`src/rtl/fifo_pkg.sv`:
```
// fifo_pkg: shared widths, level type and stall threshold for the FIFO read-side blocks
package fifo_pkg;
  localparam int W_DEF = 8;
  localparam int DW_DEF = 8;
  localparam int STALL_LIMIT = 16;
  typedef logic [1:0] level_t;
endpackage

```
`src/rtl/fifo_rd_skid.sv`:
```
// fifo_rd_skid: 2-entry output buffer; slot0 is the head, pushes land at a caller-chosen index
module fifo_rd_skid
  import fifo_pkg::*;
#(
  parameter int DW = DW_DEF
) (
  input  logic          i_clk,
  input  logic          i_rst,
  input  logic          i_push,
  input  logic [1:0]    i_idx,
  input  logic [DW-1:0] i_data,
  input  logic          i_pop,
  output logic [DW-1:0] o_data,
  output logic [1:0]    o_cnt
);
  logic [DW-1:0] slot0, slot1;
  level_t cnt;
  // a pop shifts slot1 forward; a push at the same index overrides that shift
  always_ff @(posedge i_clk) begin
    if (i_rst) begin
      cnt <= '0;
      slot0 <= '0;
      slot1 <= '0;
    end else begin
      cnt <= cnt + level_t'(i_push) - level_t'(i_pop);
      if (i_pop) slot0 <= slot1;
      if (i_push && i_idx == 2'd0) slot0 <= i_data;
      if (i_push && i_idx == 2'd1) slot1 <= i_data;
    end
  end
  always_ff @(posedge i_clk) begin
    if (!i_rst) begin
      assert (!(i_push && !i_pop && cnt == 2'd2));
      assert (!(i_pop && cnt == 2'd0));
    end
  end
  assign o_data = slot0;
  assign o_cnt = cnt;
endmodule

```
`src/rtl/fifo_rd_stream.sv`:
```
// fifo_rd_stream: empty/read-strobe to valid/ready adapter over a 1-cycle-latency RAM.
// Define FIFO_RD_STREAM_STATS_EN to add the o_pop_cnt / o_stall statistics outputs.
module fifo_rd_stream
  import fifo_pkg::*;
#(
  parameter int W = W_DEF,
  parameter int DW = DW_DEF
) (
  input  logic          i_clk,
  input  logic          i_rst,
  input  logic          i_empty,
  output logic          o_rd,
  input  logic [DW-1:0] i_rdata,
  output logic          o_valid,
  output logic [DW-1:0] o_data,
  input  logic          i_ready,
`ifdef FIFO_RD_STREAM_STATS_EN
  output logic [W+7:0]  o_pop_cnt,
  output logic          o_stall,
`endif
  output logic [1:0]    o_level
);
  level_t cnt, idx;
  logic inflight, pop;
  logic [2:0] occ;
  if (W < 1) begin : g_bad_w
    $error("W must be positive");
  end
  assign o_valid = cnt != 2'd0;
  assign o_level = cnt;
  assign pop = o_valid && i_ready;
  assign occ = {1'b0, cnt} + {2'b0, inflight} - {2'b0, pop};
  // combinational from i_ready so a pop frees its slot for a read in the same cycle
  assign o_rd = !i_rst && !i_empty && occ < 3'd2;
  assign idx = cnt - level_t'(pop);
  always_ff @(posedge i_clk) begin
    if (i_rst) inflight <= 1'b0;
    else inflight <= o_rd;
  end
  fifo_rd_skid #(.DW(DW)) u_skid (
    .i_clk(i_clk),
    .i_rst(i_rst),
    .i_push(inflight),
    .i_idx(idx),
    .i_data(i_rdata),
    .i_pop(pop),
    .o_data(o_data),
    .o_cnt(cnt)
  );
`ifdef FIFO_RD_STREAM_STATS_EN
  localparam int RW = $clog2(STALL_LIMIT);
  logic [RW-1:0] run;
  always_ff @(posedge i_clk) begin
    if (i_rst) begin
      o_pop_cnt <= '0;
      run <= '0;
      o_stall <= 1'b0;
    end else begin
      if (pop) o_pop_cnt <= o_pop_cnt + {{(W+7){1'b0}}, 1'b1};
      if (o_valid && !i_ready) begin
        run <= run + RW'(run != RW'(STALL_LIMIT - 1));
        if (run == RW'(STALL_LIMIT - 1)) o_stall <= 1'b1;
      end else begin
        run <= '0;
      end
    end
  end
`endif
endmodule

```
`config.mk`:
```
export PLATFORM = sky130hd
export DESIGN_NAME = fifo_rd_stream
export DESIGN_NICKNAME = d
export VERILOG_FILES = /design/src/rtl/fifo_pkg.sv /design/src/rtl/fifo_rd_skid.sv /design/src/rtl/fifo_rd_stream.sv
export SDC_FILE = /design/constraint.sdc
export NUM_CORES = 1
export LEC_CHECK = 0
export ABC_AREA = 1
export CORE_MARGIN = 5
export CORE_UTILIZATION = 50
export DETAILED_ROUTE_END_ITERATION = 12
export GPL_ROUTABILITY_DRIVEN = 1
export PLACE_DENSITY = 0.89
export SLEW_MARGIN = 20
export SYNTH_ARGS = -nofsm -noshare
export SYNTH_HDL_FRONTEND = slang
export SYNTH_SLANG_ARGS = --single-unit
```
`constraint.sdc`:
```
create_clock -name i_clk -period 4.9 [get_ports i_clk]
set_clock_uncertainty 0.15 [all_clocks]
set_input_delay 0.98 -clock i_clk [delete_from_list [all_inputs] [get_ports i_clk]]
set_output_delay 0.98 -clock i_clk [all_outputs]
set_load 0.01 [all_outputs]
```
==> results by group <==
STA
  – Final Slew Violations: 0
  – RSZ-0062 raised after global routing: no
  – Fin crit period: 4.67 ns
  – Actual slew at the worst max-slew pin: 0.468 ns
  – Hold Vio Cnt, Final: 0
  – FMAX: about 210 MHz
  – Tcrit/Tclk final: 0.954
  – Rel. slew slack: 0.687
  – # setup viols final: 0
  – Setup_tns: 0 ns

Global route
  – Largest net degree at the start of global routing: 18
  – GRT Total Usage: 0.167
  – Vias in the first global route: 895
  – Initial antenna violation count: 0
  – Gr ovfl total: 0
  – First-pass GRT wire length: between 3 and 4 mm

Logic synthesis
  – Post-synthesis sequential area ratio: 0.412
  – Yosys top cell area share: 0.412
  – #FFs+latches synth: 19
  – Ranking of synthesized cells by area: dfxtp_1 (41%), nand2_1 (9.0%), nor2_1 (8.1%)
  – Distinct cells, synth: 20
  – Syn_area_per_cell: 7.62 um2
  – Yosys Warn Count: 0
  – Cell accounting for the most synthesized area: dfxtp_1
  – Syn Inst Count: approximately 120
  – Syn_nets: around 140
  – Synthesized area: 922 um2

Status
  – Status: complete, no violations

Clock network
  – CTS Hold Bufs: 0
  – Total CTS buffers: 3
  – Worst skew pair latency: 0.30 ns
  – Cts repair resizes: 0
  – Clock Path Buffers: 2
  – Worst-path clk slew: 0.11 ns
  – Setup Fix Bufs, Post-CTS: 0
  – Root Buffer: clkbuf_4
  – H-tree depth: 1
  – CTS sink count: 19
  – TritonCTS clock tree: done

Worst setup path
  – Worst r2r src: u_skid.o_cnt[1]$_SDFF_PP0_
  – Worst setup EP type: output port
  – Setup crit end: o_rd
  – R2R setup slack: ~2.7 ns
  – Crit. Startpoint: i_ready
  – FF-to-FF End: inflight$_SDFF_PP0_
  – Startpoint types: primary input
  – Worst reg2reg path depth: 9
  – Crit Path Class: in2out
  – CP Data Required Time: around 3.8 ns
  – Crit path arrival time: between 3 and 4 ns
  – Crit Path Max Fanout: 10

Pwr
  – Sequential share of power: 0.379
  – Peak VDD IR: 0.000256 V
  – Net Sw Frac: 0.404
  – Pwr/cell area: around 470 nW/um2
  – Combinational share of power: 0.475
  – Clk pwr share: 0.146
  – NetSw: ~0.22 mW
  – Lkg Pwr: 0.495 nW
  – Internal: 0.330 mW

Flow run
  – Number of max-cap violations: 0

Cells and area
  – Share of cells above drive strength 1: 0.110
  – Non-Filler Instances: 170
  – # fillers: approximately 150
  – Layout Area Growth over Synthesis: 28.0%
  – Antenna diodes: 0
  – Final nets: 162

Place
  – Port Buffers: 23
  – Final GP Congestion: 0.799
  – DP HPWL: 1.60 mm
  – Placed insts: 166

Floorplan
  – # rows: 15
  – Core area: 1750 um2
  – Die height: 52.9 um
  – I/O pin count: 24
  – Starting density of the core: 0.528
  – Area of the die: 2800 um2
  – Die Span X: 52.9 um

Min path
  – HP Class: reg2reg

Drt
  – Initial drt markers: 26
  – Pre-antenna DRT Iters: 4
  – DRC: 0
  – Post-DRT Antenna Nets: 0
  – Total number of vias: 870
  – Wire per inst: 12.2 um
  – Final wirelength: 2.08 mm
  – DR vias/cell: 5.12
[area by class of cell]
| cell class | instances | area [um2] | share of cell area |
|---|---|---|---|
| Multi-Input combinational cell | 86 | 458 | 0.388 |
| Sequential cell | 19 | 380 | 0.322 |
| Timing Repair Buffer | 24 | 238 | 0.201 |
| Inverter | 12 | 45.0 | 0.0382 |
| Tap cell | 25 | 31.3 | 0.0265 |
| Clock buffer | 3 | 22.5 | 0.0191 |
| Clock inverter | 1 | 5.00 | 0.00424 |
[power by group through the flow]
stage	registers, mW	logic [mW]	clock network [mW]
after floorplan	0.214	0.180	0
after global placement	0.212	0.252	0
after detailed placement	0.214	0.263	0
after CTS	0.210	0.264	0.0806
after global routing	0.215	0.291	0.0878
final	0.210	0.263	0.0808
[routing by layer]
metal	wire length (um)	part of all wire	track usage	vias up
met1	853	0.41	0.173	399
met3	89	0.043	0.0310	7
met5	0	0	0	-
li1	-	-	-	446
met2	1100	0.53	0.318	18
met4	42	0.020	0.0766	0
[cell usage after synthesis]
library cell / count
nand2_1: 22
ha_1: 3
fa_1: 1
o21ai_0: 8
inv_1: 8
nand3_4: 1
dfxtp_1: 19
nor2_1: 20
inv_2: 4
nand2_2: 2
buf_2: 1
xnor2_1: 1
nand4_1: 6
nand3_1: 10
nor4_1: 2
buf_6: 3
a21oi_1: 6
nor2_2: 2
nand2_4: 1
nand3_2: 1
[placed cells by master, fill, tap and decap left out]
cell type        Yosys  layout
nand2_2              2       2
o21ai_0              8       8
xnor2_1              1       1
clkdlybuf4s50_1      0      23
dfxtp_1             19      19
inv_2                4       4
nand3_1             10      10
nand2_4              1       1
fa_1                 1       1
nand4_1              6       6
ha_1                 3       3
nor2_2               2       2
clkinv_2             0       1
clkbuf_4             0       3
nand2_1             22      22
buf_4                0       1
nor4_1               2       2
nor2_1              20      20
inv_1                8       8
nand3_4              1       1
a21oi_1              6       6
nand3_2              1       1
[metrics by stage]
stage | util | setup slack [ns] | power, mW | hold slack (ns) | instance area [um2]
after global routing | 0.676 | 0.116 | 0.594 | 0.366 | 1180
final | 0.676 | 0.228 | 0.553 | 0.340 | 1180
after global placement | 0.660 | 0.297 | 0.464 | 0.318 | 1150
after floorplan | - | 1.15 | 0.394 | 0.305 | 922
after detailed placement | 0.660 | 0.221 | 0.477 | 0.325 | 1150
after CTS | 0.676 | 0.218 | 0.555 | 0.341 | 1180
[flip-flops by register name, indices dropped and copies added (netlist names)]
name	cells
inflight	1
u_skid.o_cnt	2
u_skid.o_data	8
u_skid.slot1	8
[worst max-delay path: stages]
cell             delay [ns]
clkdlybuf4s50_1        0.49
nand2_4                0.18
inv_1                  0.06
ha_1                   0.30
inv_2                  0.05
ha_1                   0.18
fa_1                   0.49
nor4_1                 0.23
clkdlybuf4s50_1        0.58
[worst min-delay path by stage]
| stage | start | endpoint | slack (ns) | cells after the start |
|---|---|---|---|---|
| after floorplan | u_skid.slot1[0]$_SDFFE_PP0P_ | u_skid.slot1[0]$_SDFFE_PP0P_ | 0.31 | 2 |
| after global placement | u_skid.slot1[7]$_SDFFE_PP0P_ | u_skid.slot1[7]$_SDFFE_PP0P_ | 0.32 | 2 |
| after detailed placement | u_skid.o_data[7]$_SDFFE_PP0P_ | u_skid.o_data[7]$_SDFFE_PP0P_ | 0.32 | 2 |
| after CTS | u_skid.o_data[7]$_SDFFE_PP0P_ | u_skid.o_data[7]$_SDFFE_PP0P_ | 0.34 | 2 |
| after global routing | u_skid.o_data[7]$_SDFFE_PP0P_ | u_skid.o_data[7]$_SDFFE_PP0P_ | 0.37 | 2 |
| final | u_skid.o_data[7]$_SDFFE_PP0P_ | u_skid.o_data[7]$_SDFFE_PP0P_ | 0.34 | 2 |
[cell families (layout without fill, tap and decap cells)]
| kind of cell | count (synthesis) | in the layout | synth area share |
|---|---|---|---|
| AO/OA/AOI/OAI | 14 | 14 | 0.0760 |
| XOR/XNOR | 1 | 1 | 0.00950 |
| adder cells (fa/ha/maj) | 4 | 4 | 0.0624 |
| buffers and inverters | 16 | 40 | 0.0909 |
| flip-flops | 19 | 19 | 0.412 |
| AND/OR/NAND/NOR | 67 | 67 | 0.349 |
Power figures use the tool's default switching activity.
